--- config.mk ---
export PLATFORM = sky130hd
export DESIGN_NAME = key_conditioner
export DESIGN_NICKNAME = d
export VERILOG_FILES = /design/src/rtl/key_conditioner.sv
export SDC_FILE = /design/constraint.sdc
export NUM_CORES = 1
export LEC_CHECK = 0
export CORE_ASPECT_RATIO = 1.1
export CORE_MARGIN = 2
export CORE_UTILIZATION = 40
export DETAILED_ROUTE_END_ITERATION = 8
export HOLD_SLACK_MARGIN = 0.05
export PLACE_DENSITY = 0.57
export SYNTH_ARGS = -nofsm -noshare
export SYNTH_HDL_FRONTEND = slang
export SYNTH_SLANG_ARGS = --single-unit
--- constraint.sdc ---
create_clock -name clk -period 3.51 [get_ports clk]
set_input_delay 1.053 -clock clk [delete_from_list [all_inputs] [get_ports clk]]
set_output_delay 1.053 -clock clk [all_outputs]
set_load 0.02 [all_outputs]
--- src/rtl/key_conditioner.sv ---
// ---------------------------------------------------------------------------
// key_conditioner
//
// Turns raw, bouncing, active-low push-buttons into clean per-key signals.
// Each key is an independent, identical channel:
//   2-flop synchronizer -> debounce counter -> debounced level
//   -> press/release strobes.
// The press strobe can optionally be followed by hold-to-repeat strobes.
//
// Optional feature macro: KEY_AUTOREPEAT_EN
//   undefined : a held key produces exactly one pulse; no repeat logic exists.
//   defined   : a per-key repeat FSM (IDLE/DELAY/REPEAT) adds pulses
//               REPEAT_DELAY cycles after the press pulse, then one pulse every
//               REPEAT_RATE cycles while the key stays held and en stays 1.
//
// Parameters
//   N_KEYS          number of key channels
//   DEBOUNCE_CYCLES cycles a synchronized level must stay changed (>= 2)
//   REPEAT_DELAY    press pulse to first repeat pulse (autorepeat only)
//   REPEAT_RATE     spacing of further repeat pulses (autorepeat only)
//
// Ports
//   clk       board clock; all state changes on its rising edge
//   reset     asynchronous, active-high reset
//   en        pulse enable; 0 forces pulse and released to 0
//   key_n     raw asynchronous key levels, 0 = pressed
//   pressed   debounced level, 1 = held
//   pulse     one-cycle strobe on accepted press (and on repeats)
//   released  one-cycle strobe on accepted release
// ---------------------------------------------------------------------------
module key_conditioner #(
    parameter int N_KEYS          = 4,
    parameter int DEBOUNCE_CYCLES = 1000000,
    parameter int REPEAT_DELAY    = 25000000,
    parameter int REPEAT_RATE     = 5000000
) (
    input  logic              clk,
    input  logic              reset,
    input  logic              en,
    input  logic [N_KEYS-1:0] key_n,
    output logic [N_KEYS-1:0] pressed,
    output logic [N_KEYS-1:0] pulse,
    output logic [N_KEYS-1:0] released
);

    // The debounce counter only has to reach DEBOUNCE_CYCLES-1; it is cleared
    // on terminal count, so it can never wrap.
    localparam int              DB_W    = $clog2(DEBOUNCE_CYCLES);
    localparam logic [DB_W-1:0] DB_LAST = DB_W'(DEBOUNCE_CYCLES - 1);

    // Parameter sanity: an illegal set shows up as this named block in the
    // elaborated hierarchy, which is easy to spot in any netlist viewer.
    localparam bit PARAMS_LEGAL = (N_KEYS >= 1) && (DEBOUNCE_CYCLES >= 2) &&
                                  (REPEAT_DELAY >= 1) && (REPEAT_RATE >= 1);
    generate
        if (!PARAMS_LEGAL) begin : g_illegal_parameters
        end
    endgenerate

`ifdef KEY_AUTOREPEAT_EN
    localparam int RPT_MAX = (REPEAT_DELAY > REPEAT_RATE) ? REPEAT_DELAY : REPEAT_RATE;
    localparam int RPT_W   = $clog2(RPT_MAX + 1);
    localparam logic [RPT_W-1:0] RPT_DELAY_LAST = RPT_W'(REPEAT_DELAY - 1);
    localparam logic [RPT_W-1:0] RPT_RATE_LAST  = RPT_W'(REPEAT_RATE - 1);

    typedef enum logic [1:0] {
        RPT_IDLE,
        RPT_DELAY,
        RPT_REPEAT
    } rpt_state_t;
`endif

    genvar gi;
    generate
        for (gi = 0; gi < N_KEYS; gi++) begin : g_key
            logic            sync1_reg;
            logic            sync2_reg;
            logic [DB_W-1:0] db_cnt_reg;
            logic            level_reg;      // debounced level, 1 = held
            logic            press_ev_reg;   // accepted press, already en-gated
            logic            rel_ev_reg;     // accepted release, already en-gated
            logic            key_down;

            // Synchronized level in "held" polarity.
            assign key_down = ~sync2_reg;

            // Synchronizer and debounce. The synchronizer resets to the
            // released level so a key held through reset is re-debounced.
            always_ff @(posedge clk or posedge reset) begin
                if (reset) begin
                    sync1_reg    <= 1'b1;
                    sync2_reg    <= 1'b1;
                    db_cnt_reg   <= '0;
                    level_reg    <= 1'b0;
                    press_ev_reg <= 1'b0;
                    rel_ev_reg   <= 1'b0;
                end else begin
                    sync1_reg    <= key_n[gi];
                    sync2_reg    <= sync1_reg;
                    press_ev_reg <= 1'b0;
                    rel_ev_reg   <= 1'b0;
                    if (key_down == level_reg) begin
                        db_cnt_reg <= '0;
                    end else if (db_cnt_reg == DB_LAST) begin
                        // DEBOUNCE_CYCLES consecutive disagreeing samples:
                        // accept the new level. The strobe registers line up
                        // with the first cycle in which the new level shows.
                        level_reg    <= key_down;
                        db_cnt_reg   <= '0;
                        press_ev_reg <= en & key_down;
                        rel_ev_reg   <= en & ~key_down;
                    end else begin
                        db_cnt_reg <= db_cnt_reg + 1'b1;
                    end
                end
            end

            assign pressed[gi]  = level_reg;
            // Also gated by the live en so the strobes vanish as soon as en drops.
            assign released[gi] = en & rel_ev_reg;

`ifdef KEY_AUTOREPEAT_EN
            rpt_state_t       rpt_state_reg;
            rpt_state_t       rpt_state_next;
            logic [RPT_W-1:0] rpt_cnt_reg;
            logic [RPT_W-1:0] rpt_cnt_next;
            logic             rpt_fire;

            always_ff @(posedge clk or posedge reset) begin
                if (reset) begin
                    rpt_state_reg <= RPT_IDLE;
                    rpt_cnt_reg   <= '0;
                end else begin
                    rpt_state_reg <= rpt_state_next;
                    rpt_cnt_reg   <= rpt_cnt_next;
                end
            end

            // The press pulse cycle counts as offset 0; the counter holds
            // (offset - 1) while in DELAY, so the first repeat fires at offset
            // REPEAT_DELAY and later ones every REPEAT_RATE cycles.
            always_comb begin
                rpt_state_next = rpt_state_reg;
                rpt_cnt_next   = rpt_cnt_reg;
                rpt_fire       = 1'b0;
                if (!level_reg || !en) begin
                    // Release or disable cancels repeating in this very cycle.
                    rpt_state_next = RPT_IDLE;
                    rpt_cnt_next   = '0;
                end else begin
                    case (rpt_state_reg)
                        RPT_IDLE: begin
                            if (press_ev_reg) begin
                                rpt_state_next = RPT_DELAY;
                                rpt_cnt_next   = '0;
                            end
                        end
                        RPT_DELAY: begin
                            if (rpt_cnt_reg == RPT_DELAY_LAST) begin
                                rpt_fire       = 1'b1;
                                rpt_state_next = RPT_REPEAT;
                                rpt_cnt_next   = '0;
                            end else begin
                                rpt_cnt_next = rpt_cnt_reg + 1'b1;
                            end
                        end
                        RPT_REPEAT: begin
                            if (rpt_cnt_reg == RPT_RATE_LAST) begin
                                rpt_fire     = 1'b1;
                                rpt_cnt_next = '0;
                            end else begin
                                rpt_cnt_next = rpt_cnt_reg + 1'b1;
                            end
                        end
                        default: begin
                            rpt_state_next = RPT_IDLE;
                            rpt_cnt_next   = '0;
                        end
                    endcase
                end
            end

            assign pulse[gi] = en & (press_ev_reg | rpt_fire);
`else
            assign pulse[gi] = en & press_ev_reg;
`endif
        end
    endgenerate

endmodule

==> impl_metrics.json <==
{
  "clk_latency_ps": 340,
  "port_buffers": 18,
  "synth_seq_cells": 100,
  "wl_per_cell_um": 13.4,
  "gr-usage-met2_pct": 23.0,
  "globalRouteOverflowTotal": 0,
  "drv_cap": 0,
  "met1_usage_pct": 20.3,
  "worst_path_max_delay_cell": "clkdlybuf4s50_1",
  "syn_nets": 505,
  "power_density_nw_per_um2": 405,
  "synth-main-ff-cell": "dfrtp_1",
  "synth_area_um2": 4800,
  "synth-edff-count": 0,
  "cts_buffers": 9,
  "antenna_found_initial": 0,
  "viasPerCell": 5.28,
  "drt_first_pass_iters": 4,
  "final.setup_skew_ps": 7.83,
  "synth_top_area_share_pct": 47.9,
  "vias": 3511,
  "postSynthCellCount": 494,
  "crit_fanout": 12,
  "peakVddDrop_v": 0.000190,
  "hold_class": "reg2reg",
  "grt_max_degree": 101,
  "internal-power_mw": 1.74,
  "grt_use_met3_pct": 3.23,
  "ant_nets": 0,
  "finalSetupViolations": 0,
  "critPathRequiredTime_ps": 2460,
  "syn_area_per_cell_um2": 9.72,
  "fin_tns_setup_ps": 0,
  "max_freq_mhz": 308,
  "min_period_ps": 3250,
  "cts_resized": 1,
  "initial_core_util_pct": 41.4,
  "grt_pass1_wl_mm": 15.7,
  "final_cell_area_um2": 5440,
  "synth_area_leaders": "dfrtp_1, xnor2_1, nor2_1, dfstp_2, nand4_1",
  "diodes": 0,
  "dpl_cell_area_um2": 5160,
  "path_cells": "dlygate4sd2_1, and2_1, clkdlybuf4s50_1",
  "fin_cells": 665,
  "drive_gt1_share_pct": 9.51,
  "drt_iter0_markers": 156,
  "drv_slew": 0,
  "arrival_ps": 2200,
  "die_h_um": 119,
  "hpwl_mm": 6.08,
  "cts_tree": "yes",
  "hold_viol": 0,
  "post_cts_buffers": 0,
  "cts_buffer_depth": 2,
  "status": "finished, final reports clean",
  "period_share_pct": 92.6,
  "p_leak_nw": 2.12,
  "tightest_slew_ps": 695,
  "yosys.area.top_type": "dfrtp_1",
  "synthArstFlopShare_pct": 100,
  "routed_wl_mm": 8.94,
  "largest_reg_flops": 80,
  "power_frac_clock_pct": 42.7,
  "cts_hold_buffers": 0,
  "drc": 0,
  "cp-end-kind": "primary output",
  "finalWorstSetupSlack_ps": 260,
  "seq_power_share_pct": 53.8,
  "ys_seq_area_share_pct": 52.3,
  "die_w_um": 108,
  "p_comb_share_pct": 3.5,
  "grt_setup_unrepaired": "no",
  "grt_pass1_vias": 3440,
  "cts_root_buf": "clkbuf_16",
  "htree_levels": 3,
  "busiest_layer": "met2",
  "dpl.cell_count": 649,
  "fin_util_pct": 46.9,
  "cts_sinks": 100,
  "die_area_um2": 12900,
  "nets": 521,
  "cp-start-kind": "input pin",
  "preCtsSetupSlack_ps": -20.7,
  "num_rows": 41,
  "p_switching_uw": 468,
  "gp_congestion": 0.810,
  "cts.clk_slew.worst_paths_ps": 60,
  "max_slew_margin_pct": 53.3,
  "io-pin-count": 19,
  "slowest_delay_ps": 600,
  "yosysWarnings": 0,
  "ys_types": 42,
  "areaGrowthSynthToFinish_pct": 13.3,
  "core_um2": 11600,
  "switching_share_pct": 21.2,
  "grt_usage_pct": 15.1,
  "crit_type": "in2out"
}
## worst paths after layout
kind,start,to,slack (ps),cells past startpoint
min reg2reg,g_key[0].sync1_reg,g_key[0].sync2_reg,360,0
max in group asynchronous,reset,g_key[0].sync1_reg,1880,3
max,en,released[0],260,3
max reg2reg,g_key[3].db_cnt_reg[0],g_key[3].db_cnt_reg[17],1150,6
min in group asynchronous,reset,g_key[2].db_cnt_reg[18],1180,3
min,g_key[0].sync1_reg,g_key[0].sync2_reg,360,0
## per-layer routing
layer | vias to the layer above | part of all wire, %
met1 | 1704 | 49
met5 | - | 0
li1 | 1755 | -
met2 | 39 | 45
met4 | 0 | 2.2
met3 | 13 | 3.5
## cells in the mapped netlist, types with 5 or more instances
cell type / instances
dfrtp_1: 92
nor2_1: 72
xnor2_1: 35
nand3_1: 26
inv_1: 25
a21oi_1: 23
nand2_1: 22
nand4_1: 22
nor4_1: 15
xor2_1: 15
nor3_1: 14
o21ai_0: 14
and2_1: 13
and3_1: 12
clkbuf_1: 12
o31ai_1: 9
or4_1: 9
dfstp_2: 8
nand3b_1: 6
or2_2: 5
## critical path: cells and delay by family
family	cells	cell delay, ps
buffers and inverters	2	960
and+or+nand+nor	1	180
## area by class of cell
class | count | area, um2
Sequential cell | 100 | 2510
Timing Repair Buffer | 25 | 244
Clock inverter | 1 | 5.00
Inverter | 25 | 97.6
Tap cell | 150 | 188
Multi-Input combinational cell | 349 | 2120
Fill cell | 1161 | 6150
Clock buffer | 15 | 278
## logic make-up after synthesis
kind of cell	Yosys count	share of synthesized area [%]
multiplexers	3	0.625
AO/OA/AOI/OAI	54	6.67
XOR/XNOR	50	9.12
buffers and inverters	45	3.93
adder cells (fa/ha/maj)	4	1.04
flip-flops	100	52.3
AND/OR/NAND/NOR	238	26.3
## layout by cell type (no fill, tap or decap), types with 5 or more instances in the layout
master,netlist,routed
inv_1,25,24
xnor2_1,35,35
or4_1,9,9
buf_4,4,6
and3_1,12,12
dfrtp_1,92,92
xor2_1,15,15
clkbuf_16,0,9
dfstp_2,8,8
nor2_1,72,72
and2_1,13,13
o31ai_1,9,7
a21oi_1,23,23
nand4_1,22,22
nand3_1,26,26
or2_2,5,5
clkdlybuf4s50_1,0,17
o21ai_0,14,14
nor4_1,15,15
nand2_1,22,22
nand3b_1,6,6
nor3_1,14,14
## power groups by stage
stage | registers, mW | clock network, mW | logic (mW)
after floorplan | 1.20 | 0 | 0.0516
after global placement | 1.21 | 0 | 0.0800
after detailed placement | 1.21 | 0 | 0.0814
after CTS | 1.19 | 0.973 | 0.0812
after global routing | 1.19 | 1.02 | 0.0900
final | 1.19 | 0.941 | 0.0776
## per-stage QoR
step | total power, mW | hold slack, ps
after floorplan | 1.26 | 345
after global placement | 1.29 | 349
after detailed placement | 1.29 | 349
after CTS | 2.24 | 359
after global routing | 2.29 | 363
final | 2.21 | 357
No activity file was read; power rests on OpenSTA's default activity.
